**src/rtl/frame_capture_ctrl.sv**
```systemverilog
// Receive-pass sequencer for the BEP thermostat decoder: bit-stall watchdog, frame judging,
// good/bad/timeout counters and a hold/pending double buffer feeding the host read mux.
module frame_capture_ctrl #(
   parameter int unsigned TIMEOUT_CYCLES = 4096,
   parameter int unsigned CNT_WIDTH      = 8
) (
   input  logic        clk,
   input  logic        rst_n,
   input  logic        transmission_begin,
   input  logic        bit_strobe,
   input  logic        frame_full,
   input  logic        frame_valid,
   input  logic [95:0] payload,
   input  logic [3:0]  rd_addr,
   input  logic        rd_hold,
   input  logic        frame_ack,
   output logic        decoder_clear,
   output logic [7:0]  rd_data,
   output logic        new_frame,
   output logic        busy
);

   typedef enum logic [2:0] {
      IDLE    = 3'd0,
      RECEIVE = 3'd1,
      CHECK   = 3'd2,
      COMMIT  = 3'd3,
      DISCARD = 3'd4,
      ABORT   = 3'd5,
      CLEAR   = 3'd6
   } state_t;

   localparam logic [15:0]          TIMER_LAST = 16'(TIMEOUT_CYCLES - 1);
   localparam logic [CNT_WIDTH-1:0] CNT_ONE    = CNT_WIDTH'(1);

   state_t               state, state_nxt;
   logic [15:0]          timer;
   logic                 timer_clr;
   logic [95:0]          front, pending;
   logic                 pend_valid;
   logic                 front_upd;
   logic [CNT_WIDTH-1:0] good_cnt, bad_cnt, tmo_cnt;

   function automatic logic [CNT_WIDTH-1:0] sat_inc(input logic [CNT_WIDTH-1:0] c);
      return (&c) ? c : c + CNT_ONE;
   endfunction

   // NOTE: sequential state uses non-blocking assignments so every flop samples pre-edge values.
   always_ff @(posedge clk or negedge rst_n) begin
      if (!rst_n) begin
         state <= IDLE;
         timer <= '0;
      end else begin
         state <= state_nxt;
         if (timer_clr)
            timer <= '0;
         else if (state == RECEIVE)
            timer <= timer + 16'd1;
      end
   end

   // NOTE: defaults first so no path through the case leaves a signal unassigned (no latches).
   always_comb begin
      state_nxt = state;
      timer_clr = 1'b0;
      unique case (state)
         IDLE: begin
            if (transmission_begin) begin
               state_nxt = RECEIVE;
               timer_clr = 1'b1;
            end
         end
         RECEIVE: begin
            // a completed frame outranks both a restart and the watchdog
            if (frame_full)
               state_nxt = CHECK;
            else if (transmission_begin || bit_strobe)
               timer_clr = 1'b1;
            else if (timer == TIMER_LAST)
               state_nxt = ABORT;
         end
         CHECK:                   state_nxt = frame_valid ? COMMIT : DISCARD;
         COMMIT, DISCARD, ABORT:  state_nxt = CLEAR;
         CLEAR:                   state_nxt = IDLE;
         default:                 state_nxt = IDLE;
      endcase
   end

   always_ff @(posedge clk or negedge rst_n) begin
      if (!rst_n) begin
         good_cnt <= '0;
         bad_cnt  <= '0;
         tmo_cnt  <= '0;
      end else begin
         if (state == COMMIT)  good_cnt <= sat_inc(good_cnt);
         if (state == DISCARD) bad_cnt  <= sat_inc(bad_cnt);
         if (state == ABORT)   tmo_cnt  <= sat_inc(tmo_cnt);
      end
   end

   // A fresh commit and a pending swap both land in front only while the host is not holding.
   assign front_upd = !rd_hold && ((state == COMMIT) || pend_valid);

   // NOTE: the banks are reset so the host reads zeros, not stale data, after rst_n.
   always_ff @(posedge clk or negedge rst_n) begin
      if (!rst_n) begin
         front      <= '0;
         pending    <= '0;
         pend_valid <= 1'b0;
         new_frame  <= 1'b0;
      end else begin
         if (state == COMMIT && !rd_hold) begin
            front      <= payload;
            pend_valid <= 1'b0;
         end else if (state == COMMIT) begin
            pending    <= payload;
            pend_valid <= 1'b1;
         end else if (!rd_hold && pend_valid) begin
            front      <= pending;
            pend_valid <= 1'b0;
         end

         if (front_upd)
            new_frame <= 1'b1;
         else if (frame_ack)
            new_frame <= 1'b0;
      end
   end

   assign decoder_clear = (state == CLEAR);
   assign busy          = (state != IDLE);

   always_comb begin
      rd_data = 8'h00;
      unique case (rd_addr)
         4'd0:  rd_data = front[7:0];
         4'd1:  rd_data = front[15:8];
         4'd2:  rd_data = front[23:16];
         4'd3:  rd_data = front[31:24];
         4'd4:  rd_data = front[39:32];
         4'd5:  rd_data = front[47:40];
         4'd6:  rd_data = front[55:48];
         4'd7:  rd_data = front[63:56];
         4'd8:  rd_data = front[71:64];
         4'd9:  rd_data = front[87:80];
         4'd10: rd_data = front[79:72];
         4'd11: rd_data = front[95:88];
         4'd12: rd_data = 8'(good_cnt);
         4'd13: rd_data = 8'(bad_cnt);
         4'd14: rd_data = {2'b00, new_frame, pend_valid, rd_hold, state};
         4'd15: rd_data = 8'(tmo_cnt);
         default: rd_data = 8'h00;
      endcase
   end

endmodule

```
**config.mk**
```make
export PLATFORM = sky130hd
export DESIGN_NAME = frame_capture_ctrl
export DESIGN_NICKNAME = d
export VERILOG_FILES = /design/src/rtl/frame_capture_ctrl.sv
export SDC_FILE = /design/constraint.sdc
export NUM_CORES = 1
export LEC_CHECK = 0
export ABC_CLOCK_PERIOD_IN_PS = 2600
export CORE_AREA = 3 3 140 142
export DETAILED_ROUTE_END_ITERATION = 10
export DIE_AREA = 0 0 143 145
export PLACE_DENSITY = 0.84
export SYNTH_ARGS = -nofsm -noshare
export SYNTH_HDL_FRONTEND = slang
export SYNTH_SLANG_ARGS = --single-unit
```
**constraint.sdc**
```tcl
create_clock -name clk -period 2.6 [get_ports clk]
set_input_delay 0.26 -clock clk [delete_from_list [all_inputs] [get_ports clk]]
set_output_delay 0.26 -clock clk [all_outputs]
set_load 0.1 [all_outputs]
```
## Word-level counts from Yosys, hierarchy flattened

Index checks and enable logic that the tools add are counted.
W data, S select, Z words.

- Register bits after elaboration: 237
- Latch bits: 0
- Memory bits (writable): 0
- ROM bits: 0
- Output and inout bits: 11
- Word-level logic and storage cells: 87
- Memories kept: 0

- $add $sub $neg: 4
- Multiply operators: 0
- Div/mod/pow operators: 0
- Order comparisons: 0
- Equality and inequality tests: 26
- Shift-type cells: 0
- Multiplexer cells: 21
- Bitwise gates (word level): 4
- Reductions and logical operators: 23

Operators by type and width:

| operator | count |
|---|---|
| $mux W96 | 3 |
| $pmux W8 S16 | 1 |
| $eq A4 B4 Y1 const B | 8 |
| $mux W16 | 2 |
| $add A8 B1 Y8 const B | 3 |
| $reduce_and A8 Y1 | 3 |
| $add A16 B1 Y16 const B | 1 |
| $eq A16 B12 Y1 const B | 1 |
| $eq A4 B3 Y1 const B | 4 |
| $mux W3 | 5 |
| $pmux W3 S4 | 1 |
| $reduce_and A2 Y1 | 5 |
| $eq A3 B3 Y1 const B | 3 |
| $eq A4 B2 Y1 const B | 2 |
| $mux W1 | 8 |
| $eq A3 B2 Y1 const B | 2 |
| $reduce_bool A2 Y1 | 3 |
| $reduce_bool A3 Y1 | 2 |
| $eq A4 B1 Y1 const B | 1 |
| $logic_not A4 Y1 | 1 |
| $not A1 Y1 | 4 |
| $eq A3 B1 Y1 const B | 1 |
| $logic_and A1 B1 Y1 | 3 |
| $logic_not A3 Y1 | 1 |
| 9 further kinds | 10 |

## Logic depth before layout (Yosys ltp)

- Depth in word-level cells: 5
- Gate-level depth with buffers: 8
- Mapped depth without buffers: 6

## Least setup slack after synthesis

No wires, ideal clock.

- Path kind: in2out
- Start point: in rd_addr[2]
- End point: out rd_data[3]
- Arrival: 2.797 ns
- Path slack: -0.457 ns
- Stages: 7
- Buffers on the path: 3
- Path through: buf_4 -> buf_2 -> buf_1 -> nand3_1 -> a21oi_1 -> a31oi_1 -> a31oi_1

- Longest elaborated chain between the ends: 2

RTL lines:

| what | RTL line | source |
|---|---|---|
| start, declared | 14 | `input logic [3:0] rd_addr,` |
| $eq A4 B4 Y1, or another cell as far along | 135 | `unique case (rd_addr)` |
| $pmux W8 S16 (*) | 135 |  |
| end, declared | 18 | `output logic [7:0] rd_data,` |

Mark *: on every way between the ends. The rest lies on a longest branch, timed or not.

## Worst setup path in the final report

- Start point: in rd_addr[1]
- End point: out rd_data[3]

Same word-level chain as after synthesis.

==> flow_metrics.tcl <==
set metrics [dict create \
    status "finished clean" \
    antenna_found_initial 1 \
    setup-violations-final 0 \
    htree_levels 1 \
    fp.dieArea_sq_um 20740 \
    portBuffers 118 \
    worstSetupEndpointType "output port" \
    fmax_ghz 0.3923 \
    synthFlopType "dfrtp_1" \
    root_buffer "clkbuf_16" \
    postPlaceCellArea_sq_um 12800 \
    arrival_ps 2290 \
    std_cell_rows 50 \
    p_per_area_nw_per_um2 1070 \
    required_ps 2340 \
    final_cell_mix "237 x dfrtp_1, 134 x nand2_1, 104 x clkdlybuf4s50_1, 103 x a22oi_1, 95 x o21ai_0" \
    numCtsBuffers 24 \
    path_cells "clkdlybuf4s50_1 -> buf_6 -> buf_4 -> nor2b_2 -> a22oi_1 -> a221oi_2 -> a211oi_1 -> a31oi_2 -> buf_12" \
    antennaDiodeCount 0 \
    drt_iter0_markers 637 \
    cts_buffer_depth 3 \
    p_leak_nw 5.896 \
    coreArea_sq_um 18580 \
    finalCritPeriodShare_pct 98.05 \
    slew_headroom_pct 60.15 \
    slowest_delay_ps 490 \
    synth.distinct_cells 61 \
    yosysSeqAreaShare_pct 53.32 \
    startpoint_type "primary input" \
    layout-drive-gt1-share_pct 19.59 \
    vdd_drop_max_uv 655.3 \
    synth_nets 1138 \
    critPathMaxFanout 11 \
    path_buf_inv 4 \
    final_antenna_net_count 0 \
    track_usage_pct 28.89 \
    drv_cap 0 \
    avgSynthCellArea_sq_um 10.84 \
    finalWeightedCongestion 0.9581 \
    drv_slew 0 \
    fin_crit_ps 2549 \
    tightestPinTransition_ps 597.7 \
    grt_max_degree 81 \
    layout_commonest_cell "dfrtp_1" \
    grt_pass1_vias 8753 \
    route.detailed.drc 0 \
    cp_slowest_cell "clkdlybuf4s50_1" \
    r2r_slack_ps 450 \
    area_growth_pct 24.04 \
    synth_edf_count 0 \
    grt-ovfl-total 0 \
    crit_family "buffers and inverters" \
    drt-total-wl_microns 30130 \
    ios 119 \
    synthCells 1026 \
    start_util_pct 59.87 \
    clock_skew_ps 9.231 \
    power_mw 14.76 \
    clock_sinks 237 \
    clkLatencyLatePin_ps 520 \
    dp_hpwl_microns 20480 \
    grt_first_pass_wirelength_microns 47890 \
    ys_ff_latch 237 \
    fin_area_sq_um 13800 \
    via_per_inst 6.226 \
    die_width_microns 143 \
    first_pass_iters 8 \
    syn_area_sq_um 11120 \
    hold_viol_final 0 \
    vias 8704 \
    die_h_microns 145 \
    critPathKind "primary input to output port" \
    clk_pin_slew_worst_paths_ps 60 \
    nets 1258 \
    cts_tree "yes" \
    wl_per_cell_microns 21.55 \
    worstHoldPathType "primary input to flop" \
    yosys_warnings 0 \
    async_reset_ff_share_pct 100.0 \
]
==> state kept, by name (all words and copies together), names as in the netlist <==
name / count
bad_cnt: 8
front: 96
good_cnt: 8
new_frame: 1
pend_valid: 1
pending: 96
state: 3
timer: 16
tmo_cnt: 8
==> metal layers <==
metal  global-route usage, %  vias up  routed length, microns
met4                   9.078        2                     976
met3                   5.834       64                    2129
li1                        -     3984                       -
met5                       0        -                      11
met1                   41.24     4345                   12700
met2                   44.83      309                   14310
==> cells in the mapped netlist (5+ instances only) <==
cell type  count  area share [%]
dfrtp_1      237              53
nand2_1      135             4.6
a22oi_1      103             7.0
o21ai_0       95             4.3
mux2_2        92             9.3
clkbuf_1      35             1.2
nor2_1        34             1.1
buf_2         30             1.3
nand3_1       24             1.1
a21oi_1       19            0.85
xor2_1        18             1.4
xnor2_1       17             1.3
nor2b_1       13            0.73
mux2_1        12             1.2
o21ai_1       12            0.54
and3_1        10            0.56
mux2i_1       10            0.90
nand4_1       10            0.56
a31oi_1        9            0.51
nor3_1         9            0.40
buf_6          7            0.71
a211oi_1       6            0.40
a221oi_1       6            0.47
nand2b_1       5            0.28
==> metrics by stage <==
stage	setup slack [ps]	util [%]	hold slack [ps]	instances	setup TNS, ps
floorplan	138.8	-	-35.59	1026	0
global placement	-76.44	68.89	291.4	1353	-76.44
detailed placement	-78.29	68.89	292.3	1353	-81.85
CTS	13.41	74.00	59.53	1398	0
global route	-7.514	74.26	61.43	1398	-7.514
finish	50.63	74.26	72.94	1398	0
==> power breakdown <==
| group | internal (mW) | total (mW) | switching, mW |
|---|---|---|---|
| combinational | 1.92 | 4.21 | 2.29 |
| clock | 2.55 | 4.05 | 1.49 |
| sequential | 5.24 | 6.51 | 1.27 |
| total | 9.71 | 14.8 | 5.05 |
==> kinds of logic (layout without fill, tap and decap cells) <==
family / Yosys count / after routing / synth area share, %
AND/OR/NAND/NOR: 266 / 266 / 11.29
AO/OA/AOI/OAI: 289 / 289 / 17.01
buffers and inverters: 80 / 218 / 3.543
adder cells (fa/ha/maj): 4 / 4 / 0.4500
XOR/XNOR: 35 / 35 / 2.756
flip-flops: 237 / 237 / 53.32
multiplexers: 115 / 115 / 11.63
==> final cells by class <==
type                            instances  area, sq um
Multi-Input combinational cell        709         4893
Sequential cell                       237         5931
Tap cell                              234        292.8
Clock buffer                           25        625.6
Inverter                                4        15.01
Clock inverter                         19        311.5
Timing Repair Buffer                  170         1728
Fill cell                            1262         4783
==> timing repair <==
action	CTS	global route
setup buffers	0	0
setup endpoints to repair	3	7
pin swaps	2	4
hold buffers	1	0
gates resized for setup	3	11
endpoints found under the hold margin	77	0
==> final timing paths <==
kind | from | end | cells after the start
worst max register to register | state[0] | front[68] | 6
worst min register to register | front[36] | front[36] | 2
max in group asynchronous | rst_n | pending[51] | 3
worst min-delay path | rd_hold | pend_valid | 2
worst max-delay path | rd_addr[1] | rd_data[3] | 9
min in group asynchronous | rst_n | pending[0] | 2
No activity file was read; power rests on OpenSTA's default activity.
==> RTL edit 1, RTL diff (same flow settings) <==
The parameter `CNT_WIDTH` goes from 8 to 6.
--- a/src/rtl/frame_capture_ctrl.sv
+++ b/src/rtl/frame_capture_ctrl.sv
@@ -3,5 +3,5 @@
 module frame_capture_ctrl #(
    parameter int unsigned TIMEOUT_CYCLES = 4096,
-   parameter int unsigned CNT_WIDTH      = 8
+   parameter int unsigned CNT_WIDTH      = 6
 ) (
    input  logic        clk,
Behaviour: no difference found for any inputs over 4 cycles, from zero or initial values and one cycle with rst_n low; that may be too few to reach the edited logic, so the function may still have changed.
==> RTL edit 1 against the unedited design <==
Final area is 2.8% lower; final cell count is 2.9% lower; wire length is 5.9% lower; power is 1.9% lower; global-route usage is 1.4 points lower; setup slack better by 2.8 ps; sequential cell count is 6 lower; die area stayed put; area after synthesis is 3.4% lower; sequential power is 3.1% lower; critical path type unchanged.
==> RTL edit 1: results <==
[routing]
wl_met3_mm = 1.62
wl_per_cell_um = 20.9
first_pass_iters = 5
drt-total-wl_mm = 28.4
drtIter0Drc = 785
met1_length_mm = 11.9
via_count = 8445
dr_wl_met2_mm = 14.1

[place]
hpwl_mm = 19.7
pre_cts_slack_ps = 31.5
finalWeightedCongestion = 0.921
placed_cell_area_um2 = 12400

[status]
status = finished, final reports clean

[synth]
synth_area_leaders = dfrtp_1 (54%), mux2_2 (11%), a22oi_1 (6.9%), o21ai_0 (5.1%), nand2_1 (4.7%)
synth_cell_types = 54
ys_top_cells_by_count = dfrtp_1 (231), nand2_1 (135), mux2_2 (109), o21ai_0 (109), a22oi_1 (99)
syn_nets = 1105
avgSynthCellArea_um2 = 10.8
yosysSeqAreaShare_pct = 53.8
async_reset_ff_share_pct = 100

[finish]
layout-drive-gt1-share_pct = 20.3
layout.nets = 1218
area_delta_synth_final_pct = 24.7

[critical_path]
slowest_delay_ps = 570
reg2reg_setup_slack_ps = 480
r2r-end = front[15]$_DFFE_PN0P_
critPathMaxFanout = 4
r2r-start = state[1]$_DFFE_PN0P_
crit_path_start = rd_addr[0]
crit_end = rd_data[2]

[hold_path]
min_from = rd_hold

[grt]
grtUsageMet3_pct = 3.89
met1_usage_pct = 39.4
grt_usage_pct = 27.5
grt_max_degree = 88
grt_pass1_vias = 8560
met2_usage_pct = 45.1
grt_first_pass_wirelength_mm = 45.8

[clock_tree]
cts_buffers = 25
cts_resized = 0

[timing]
worstMarginPinSlew_ps = 784
finClkSkew_ps = 10.4
period_minus_slack_ps = 2550
holdWs_ps = 315

[power_and_ir_drop]
leakage_nw = 5.71
irDropWorstVdd_uv = 630
RTL edit 1: cell families after synthesis:
| group | Yosys count | share of synthesized area [%] |
|---|---|---|
| muxes | 124 | 12.9 |
| buffers and inverters | 82 | 3.14 |
| AOI/OAI and AO/OA | 282 | 17.0 |
| xor gates and xnor gates | 28 | 2.28 |
| and+or+nand+nor | 242 | 10.4 |
| DFF | 231 | 53.8 |
| adders and majority gates | 4 | 0.466 |
RTL edit 1: area by class of cell:
type | instances | area share (%)
clock buffers | 35 | 5.54
clock inverters | 10 | 1.38
well taps | 234 | 2.18
inverters | 5 | 0.140
repair buffers | 163 | 12.6
flip-flops and latches | 231 | 43.1
multi-input cells | 680 | 35.1
RTL edit 1: power breakdown:
part           total [mW]  switching, mW  internal, mW
Combinational        4.25           2.29          1.96
Sequential           6.31           1.16          5.15
Clock                3.92           1.43          2.49
Total                14.5           4.88          9.60
RTL edit 1: worst max-delay path: cells and delay by family:
kind            cells  cell delay [ps]
compound gates      4              900
buf+inv             2              770
mux                 1              360
==> RTL edit 2, RTL diff (same flow settings) <==
Made on the original files. One comparison of `timer` changes from == to >=.
--- a/src/rtl/frame_capture_ctrl.sv
+++ b/src/rtl/frame_capture_ctrl.sv
@@ -77,5 +77,5 @@
             else if (transmission_begin || bit_strobe)
                timer_clr = 1'b1;
-            else if (timer == TIMER_LAST)
+            else if (timer >= TIMER_LAST)
                state_nxt = ABORT;
          end
Check against the original RTL: same outputs for any inputs over 4 cycles, from zero or initial values and one cycle with rst_n low; that may be too few to reach the edited logic, so the function may still have changed.
==> RTL edit 2 against the unedited design <==
Register-to-register slack improved by 170 ps; power decreased by 4.1%; area after synthesis increased by 0.43%; sequential power decreased by 3%; final area decreased by 0.76%; non-clock buffer count decreased by 5; clock power decreased by 13%; setup slack improved by 23 ps; wire length decreased by 1.9%; sequential cell count unchanged; largest cell class unchanged.
==> RTL edit 2: results <==
[status]
status = finished, final reports clean

[place]
finalWeightedCongestion = 0.949
placed_cell_area_um2 = 12800
hpwl_mm = 20.5
dp_cells = 1347
io_buffers = 118
pre_cts_slack_ps = 40.5

[routing]
dr_wl_met2_mm = 14.1
met1_length_mm = 13.3
drt-total-wl_mm = 29.5
top_layer_used = met4
first_pass_iters = 7
wl_per_cell_um = 21.2
via_count = 8614
drtIter0Drc = 802
wl_met3_mm = 1.42

[synth]
ys_warn_count = 0
ys_top_cells_by_count = dfrtp_1 (237), nand2_1 (128), o21ai_0 (112)
synth_cell_types = 64
synth_area_leaders = dfrtp_1 (53%), mux2_2 (9.8%), a22oi_1 (6.9%), o21ai_0 (5.0%), nand2_1 (4.3%)
yosysSeqAreaShare_pct = 53.1
syn_nets = 1139
synth_ff_type = dfrtp_1
avgSynthCellArea_um2 = 10.9

[critical_path]
cp.arrival_ps = 2270
critPathMaxFanout = 22
cp_slowest_cell = clkdlybuf4s50_1
rr_worst_depth = 6
reg2reg_setup_slack_ps = 620
r2r-end = bad_cnt[7]$_DFFE_PN0P_
r2r-start = bad_cnt[0]$_DFFE_PN0P_
crit_family = buffers and inverters

[power_and_ir_drop]
netSwitchingFraction_pct = 34.5
leakage_nw = 5.90
irDropWorstVdd_uv = 722

[grt]
met1_usage_pct = 43.4
met2_usage_pct = 45.4
grt_first_pass_wirelength_mm = 47.7
grtUsageMet3_pct = 3.23
antenna_found_initial = 0
grt_max_degree = 98
grt_usage_pct = 28.9

[clock_tree]
post_cts_buffers = 0
clockBufferDepth = 3
cts-root-buf = clkbuf_16
cts_buffers = 25
clkLatencyLatePin_ps = 530
clk_pin_slew_ps = 60

[hold_path]
min_path_type = input pin to flop
hold_end = front[76]$_DFFE_PN0P_

[finish]
layout-drive-gt1-share_pct = 18.9
fill_cells = 1269

[timing]
holdWs_ps = 91.1
maxSlewHeadroom_pct = 58.2
finClkSkew_ps = 13.3
-- RTL edit 2: worst max-delay path by stage --
stage                    start         end  slack (ps)  depth (start not counted)
global route        rd_addr[3]  rd_data[6]          -5                         10
floorplan           rd_addr[0]  rd_data[1]         0.3                          5
finish              rd_addr[3]  rd_data[6]          70                         10
global placement    rd_addr[1]  rd_data[6]          20                         10
detailed placement  rd_addr[1]  rd_data[6]          40                          9
CTS                 rd_addr[1]  rd_data[6]          40                         10
-- RTL edit 2: cell type report --
class / instances / area [um^2] / area share (%)
Timing Repair Buffer: 165 / 1760 / 12.9
Inverter: 6 / 22.5 / 0.164
Clock buffer: 37 / 751 / 5.48
Clock inverter: 7 / 63.8 / 0.466
Sequential cell: 237 / 5930 / 43.3
Multi-Input combinational cell: 706 / 4870 / 35.6
Antenna cell: 1 / 2.50 / 0.0183
Tap cell: 234 / 293 / 2.14
-- RTL edit 2: timing repair --
| item | in CTS | in global routing |
|---|---|---|
| endpoints found under the setup margin | 0 | 5 |
| endpoints found under the hold margin | 78 | 0 |
| resized for setup | 0 | 7 |
| hold buffers | 1 | 0 |
-- RTL edit 2: power by group through the flow --
stage	Combinational, mW	Clock (mW)	Sequential [mW]
2_1_floorplan	3.06	0	5.92
3_3_place_gp	4.15	0	6.26
3_5_place_dp	4.30	0	6.33
4_1_cts	4.33	3.57	6.30
5_1_grt	4.74	3.71	6.47
6_report	4.31	3.54	6.32
-- RTL edit 2: kinds of logic (layout without fill, tap and decap cells) --
kind of cell    Yosys count  after routing  share of synthesized area [%]
simple gates            252            252                           10.4
flops                   237            237                           53.1
fa+ha+maj                 4              4                          0.448
xor+xnor                 33             33                           2.59
compound gates          289            289                           16.9
buf+inv                  84            215                           3.88
other cells               0              1                              0
mux                     128            128                           12.6
